### src/rtl/serial_byte_assembler.sv
// serial_byte_assembler: collects a serial bit stream into WIDTH-bit words.
// Each finished word is handed to a separate output register that has a
// valid/ready handshake, so the next word can be assembled while the current
// one waits to be taken.
// Optional feature macro: PARITY_CHECK_EN. When it is defined, every frame
// carries one trailing even-parity bit. That bit is checked and reported on
// o_perr but is not stored in o_a.
module serial_byte_assembler #(
  parameter int WIDTH     = 8,
  parameter bit MSB_FIRST = 1'b0
) (
  input  logic             i_clk,
  input  logic             i_rst,
  input  logic             i_a,
  input  logic             i_a_vld,
  output logic             o_a_rdy,
  output logic [WIDTH-1:0] o_a,
  output logic             o_a_vld,
  input  logic             i_a_rdy,
  output logic             o_perr
);

`ifdef PARITY_CHECK_EN
  localparam int FRAME = WIDTH + 1;
`else
  localparam int FRAME = WIDTH;
`endif
  localparam int CW = $clog2(WIDTH + 2);
  localparam logic [CW-1:0] LAST   = CW'(FRAME - 1);
  localparam logic [CW-1:0] FULL   = CW'(FRAME);
  localparam logic [CW-1:0] DATA_N = CW'(WIDTH);

  typedef enum logic {SHIFT, STALL} state_t;

  state_t           state, state_nxt;
  logic [CW-1:0]    cnt;
  logic [WIDTH-1:0] sreg, sh_nxt;
  logic             accept, last, ld_shift, ld_stall, consume;

  assign accept  = o_a_rdy & i_a_vld;
  assign last    = accept & (cnt == LAST);
  assign consume = o_a_vld & i_a_rdy;

  // FSM state register
  always_ff @(posedge i_clk) begin
    if (i_rst) state <= SHIFT;
    else       state <= state_nxt;
  end

  // Next state, plus the strobes that load the output register.
  // ld_shift loads straight from the final frame bit.
  // ld_stall loads a word that was parked in the shift register.
  always_comb begin
    state_nxt = state;
    o_a_rdy   = 1'b0;
    ld_shift  = 1'b0;
    ld_stall  = 1'b0;
    case (state)
      SHIFT: begin
        o_a_rdy = 1'b1;
        if (i_a_vld && cnt == LAST) begin
          if (!o_a_vld || i_a_rdy) ld_shift  = 1'b1;
          else                     state_nxt = STALL;
        end
      end
      STALL: begin
        if (i_a_rdy) begin
          ld_stall  = 1'b1;
          state_nxt = SHIFT;
        end
      end
      default: state_nxt = SHIFT;
    endcase
  end

  // Shift-register value after taking i_a.
  // A parity bit (position >= WIDTH) leaves the data unchanged.
  always_comb begin
    sh_nxt = sreg;
    if (cnt < DATA_N) begin
      if (MSB_FIRST) sh_nxt = {sreg[WIDTH-2:0], i_a};
      else           sh_nxt = {i_a, sreg[WIDTH-1:1]};
    end
  end

  // Bit counter and shift register.
  // A completed frame that cannot be handed off is held with cnt == FULL.
  always_ff @(posedge i_clk) begin
    if (i_rst) begin
      cnt  <= '0;
      sreg <= '0;
    end else if (ld_stall || (accept && ld_shift)) begin
      cnt  <= '0;
      sreg <= '0;
    end else if (last) begin
      cnt  <= FULL;
      sreg <= sh_nxt;
    end else if (accept) begin
      cnt  <= cnt + CW'(1);
      sreg <= sh_nxt;
    end
  end

  // Output register: a load takes priority over the consume clear
  always_ff @(posedge i_clk) begin
    if (i_rst) begin
      o_a     <= '0;
      o_a_vld <= 1'b0;
    end else if (ld_shift) begin
      o_a     <= sh_nxt;
      o_a_vld <= 1'b1;
    end else if (ld_stall) begin
      o_a     <= sreg;
      o_a_vld <= 1'b1;
    end else if (consume) begin
      o_a_vld <= 1'b0;
    end
  end

`ifdef PARITY_CHECK_EN
  logic par, perr_q;

  // par is the running XOR of every accepted bit in the current frame.
  // The trailing parity bit is included, so an even-parity frame XORs to 0.
  always_ff @(posedge i_clk) begin
    if (i_rst) begin
      par    <= 1'b0;
      perr_q <= 1'b0;
    end else begin
      if (ld_stall || (accept && ld_shift)) par <= 1'b0;
      else if (accept)                      par <= par ^ i_a;
      if (ld_shift)      perr_q <= par ^ i_a;
      else if (ld_stall) perr_q <= par;
      else if (consume)  perr_q <= 1'b0;
    end
  end

  assign o_perr = perr_q;
`else
  assign o_perr = 1'b0;
`endif

endmodule

### config.mk
export PLATFORM = sky130hd
export DESIGN_NAME = serial_byte_assembler
export DESIGN_NICKNAME = d
export VERILOG_FILES = /design/src/rtl/serial_byte_assembler.sv
export SDC_FILE = /design/constraint.sdc
export NUM_CORES = 1
export LEC_CHECK = 0
export ABC_AREA = 0
export CORE_MARGIN = 3
export CORE_UTILIZATION = 49
export CTS_BUF_LIST = sky130_fd_sc_hd__clkbuf_4 sky130_fd_sc_hd__clkbuf_8
export DETAILED_ROUTE_END_ITERATION = 8
export PLACE_DENSITY = 0.71
export SLEW_MARGIN = 15
export SYNTH_ARGS = -nofsm -noshare
export SYNTH_HDL_FRONTEND = slang
export SYNTH_SLANG_ARGS = --single-unit
### constraint.sdc
create_clock -name i_clk -period 2.2 [get_ports i_clk]
set_input_delay 0.22 -clock i_clk [delete_from_list [all_inputs] [get_ports i_clk]]
set_output_delay 0.22 -clock i_clk [all_outputs]
set_load 0.01 [all_outputs]
# Yosys cells after proc, flatten, opt, wreduce, memory -nomap -nowiden

Index checks and enable logic that the tools add are counted.

Add/sub/neg operators: 1
Magnitude comparators: 1
Equality and inequality tests: 1
Multiplexer cells: 20
Bitwise logic cells: 4
Reduce and logical (&&, ||, !) cells: 10

Operator list:

| kind                                                            | number |
|---|---|
| 8-bit 2-to-1 mux                                                | 5 |
| 1-bit 2-to-1 mux                                                | 12 |
| 4-bit 2-to-1 mux                                                | 2 |
| 4-bit by 1-bit adder with 4-bit output, second input constant   | 1 |
| 4-bit by 3-bit == test with 1-bit output, second input constant | 1 |
| 4-bit less-than comparator, second input constant               | 1 |
| 2-bit nonzero test                                              | 2 |
| 1-bit bitwise AND                                               | 3 |
| 3-bit nonzero test                                              | 1 |
| 3-bit OR reduction                                              | 1 |
| 1-bit logical AND                                               | 2 |
| 1-bit logical OR                                                | 2 |
| 1-bit case mux with 2 select lines                              | 1 |
| 2-bit OR reduction                                              | 1 |
| 1-bit logical NOT                                               | 1 |
| 1-bit inverter                                                  | 1 |

Register bits: 22
Bits of input ports: 5
Output and inout port bits: 11
Logic and storage cells: 43

# Logic depth before layout (Yosys ltp)

Depth in word-level cells: 8
Depth in mapped cells: 6
Mapped depth without buffers: 4

# Worst setup path before layout

Ideal clock, no wire load.

Kind: register to register
Start: reg cnt[0]
End: reg cnt[3]
Library setup time: 100 ps
Arrival: 1572 ps
Required time: 2100 ps
Slack: 528 ps
Stages on the path, launching flop included: 7
Buffers on the path: 2
Period minus slack after synthesis: 1672 ps
Cells stage by stage: dfxtp_1 ha_1 and3b_1 buf_6 a211o_1 buf_6 a2111oi_4

Word-level cells in the longest chain between the ends: 7
Elaborated cells on any way between the ends: 12
Those cells by class: add/sub: 1; eq/ne: 1; mux: 4; bitwise: 1; reduce/logical: 5

RTL lines:

| what                                     | RTL line | RTL |
|---|---|---|
| from (decl)                              | 36       | `logic [CW-1:0] cnt;` |
| from (signal assigned)                   | 99       | `cnt <= cnt + CW'(1);` |
| 4-bit by 3-bit == test with 1-bit output | 41, 61   |  |
| 1-bit logical AND                        | 61       | `if (i_a_vld && cnt == LAST) begin` |
| 1-bit 2-to-1 mux                         | 61       |  |
| 1-bit 2-to-1 mux                         | 58       | `case (state)` |
| 1-bit logical AND                        | 92       | `end else if (ld_stall \|\| (accept && ld_shift)) begin` |
| 1-bit logical OR                         | 92       |  |
| 2-bit OR reduction (no line)             | n/a      |  |

Parallel ways exist; a longest one is shown, timed or not. The select of a mux whose other input is x is not followed.
A chain may end at the register's enable or synchronous reset.

# Worst setup path after layout

Ends and elaborated chain as after synthesis.

==> flow_metrics.tcl <==
set metrics [dict create \
    critPathLaunchType "register" \
    synth_cells 115 \
    initial_core_util 0.552 \
    slew_headroom 0.645 \
    cts.clk_slew.worst_paths_ns 0.12 \
    worstRegToRegCells 4 \
    core-area_sq_mm 0.00208 \
    leakage_uw 0.000539 \
    yosysWarnings 0 \
    dieArea_sq_mm 0.00296 \
    netlist_area_sq_mm 0.00115 \
    path_buf_inv 0 \
    reg2reg_from "cnt[0]$_SDFFE_PP0N_" \
    max_stage_delay_ns 0.49 \
    cts_buffers 3 \
    min_from "o_a[5]$_SDFFE_PP0P_" \
    finalSetupTns_ns 0 \
    synthToLayoutAreaGrowth_pct 14.7 \
    hold_buffers 0 \
    drt_pass1_iterations 4 \
    final-hold-violation-count 0 \
    io_pins 16 \
    cp.depth 4 \
    routabilityCongestion 0.795 \
    layout_common_cells "dfxtp_1 (22), clkdlybuf4s50_1 (14), mux2i_1 (9)" \
    dr_total_vias 920 \
    slew_violations 0 \
    post_cts_resized 0 \
    synth-async-reset-ratio 0 \
    layout.cells.most_common "dfxtp_1" \
    status "completed" \
    cp-end-kind "register" \
    fp-row-count 16 \
    peakVddDrop_mv 0.571 \
    top_layer "met4" \
    finalNonFillerCells 152 \
    clk_latency_ns 0.31 \
    worst-setup-path-type "reg2reg" \
    h-tree-depth 1 \
    powerDensity_mw_per_mm2 554 \
    placed_cells 148 \
    finClkSkew_ns 0.00942 \
    overflow 0 \
    grt_pass1_vias 890 \
    rsz0062_at_grt "no" \
    wl_per_cell_um 15.4 \
    syn_nets 121 \
    die_w_um 54.4 \
    cts_setup_buffers 0 \
    ant_nets 0 \
    cts_buffer_depth 2 \
    synth_edf_count 0 \
    avgViaCountPerCell 6.05 \
    port_buffers 14 \
    drive_gt1_frac 0.144 \
    layout.nets 132 \
    path_delay_family "compound AO/OA/AOI/OAI gates" \
    min_period_ns 1.85 \
    worstHoldPathCells 2 \
    syn_area_per_cell_sq_um 9.99 \
    place.detailed.hpwl_um 1630 \
    critical_path.max_fanout 10 \
    drt_wl_total_um 2350 \
    cap_violations 0 \
    met2WireLength_um 1120 \
    met3_length_um 111 \
    setup_violations 0 \
    drt_iter0_drc 26 \
    synth-seq-cells 22 \
    synth-main-ff-cell "dfxtp_1" \
    antenna_found_initial 0 \
    diodes 0 \
    cp_cell_sequence "ha_1 -> and3b_1 -> a211o_1 -> a2111oi_4" \
    worst_pin_slew_ns 0.532 \
    cts-root-buf "clkbuf_4" \
    cp_slowest_cell "a211o_1" \
    cts_tree "yes" \
    hold_class "reg2reg" \
    die_h_um 54.4 \
    cp.required_ns 2.42 \
    seq_area_frac_synth 0.383 \
    clock_sinks 22 \
    fin_crit_sh 0.841 \
    synthDistinctLibCells 36 \
    worstPathArrival_ns 2.07 \
    drc 0 \
    grtUsageTotal 0.186 \
    cp-startpoint "cnt[0]$_SDFFE_PP0N_" \
    clock.fmax_mhz 541 \
    grt_first_pass_wirelength_um 4040 \
    grt_start_max_net_pins 13 \
    drt-met1-wl_um 1110 \
]
[Yosys cell counts (all sizes together) (3+ instances only)]
| master | count | area, sq um |
|---|---|---|
| dfxtp | 22 | 440 |
| mux2i | 9 | 90.1 |
| mux2 | 8 | 90.1 |
| buf | 7 | 48.8 |
| nor2 | 7 | 26.3 |
| a221oi | 6 | 52.6 |
| nand4 | 6 | 37.5 |
| o211a | 6 | 60.1 |
| a21oi | 4 | 20.0 |
| clkbuf | 4 | 15.0 |
| nor3 | 4 | 25.0 |
| nand2 | 3 | 11.3 |
| nand3 | 3 | 15.0 |
[layout make-up]
cell class,instances,area (sq um)
clock buffers,4,36.3
flip-flops and latches,22,440
fillers,184,764
multi-input cells,80,637
repair buffers,17,163
inverters,2,7.51
well taps,27,33.8
[routing by layer]
layer | GRT usage | up-vias
met4 | 0.0290 | 0
met3 | 0.0545 | 2
met2 | 0.303 | 21
li1 | - | 456
met5 | 0 | -
met1 | 0.247 | 441
[stage by stage]
step	setup WS [ns]	power [uW]	hold WS, ns	instance area, sq um	util
6_report	0.350	730	0.510	1320	0.633
5_1_grt	0.256	770	0.527	1320	0.633
4_1_cts	0.353	739	0.507	1320	0.633
3_5_place_dp	0.333	516	0.488	1280	0.615
3_3_place_gp	0.365	514	0.489	1280	0.615
2_1_floorplan	0.528	497	0.428	1150	-
[worst register-to-register path: cells and delay by family (launching register included)]
family	cells	cell delay (ns)
DFF	1	0.36
adders and majority gates	1	0.25
and+or+nand+nor	1	0.29
AOI/OAI and AO/OA	2	0.87
[where the power goes]
part	switching, uW	leakage [uW]	internal [uW]	total, uW
Sequential	16.2	0.000179	415	431
Combinational	42.4	0.000338	34.2	76.6
Clock	121	0.0000210	101	222
Total	180	0.000539	550	730
[logic make-up after synthesis]
group           share of synthesized area
fa+ha+maj                          0.0109
buf+inv                            0.0621
flops                               0.383
mux                                 0.157
xor+xnor                           0.0153
other cells                       0.00326
simple gates                        0.164
compound gates                      0.204
[sequential cells by signal, indices dropped and copies added (netlist names)]
signal	flops
o_a_vld	1
state	1
cnt	4
o_a	8
sreg	8
[worst paths after layout]
path | end | slack (ns)
min | o_a[5]$_SDFFE_PP0P_ | 0.51
max reg2reg | cnt[3]$_SDFFE_PP0P_ | 0.35
min reg2reg | o_a[5]$_SDFFE_PP0P_ | 0.51
max | cnt[3]$_SDFFE_PP0P_ | 0.35
Power figures use the tool's default switching activity.
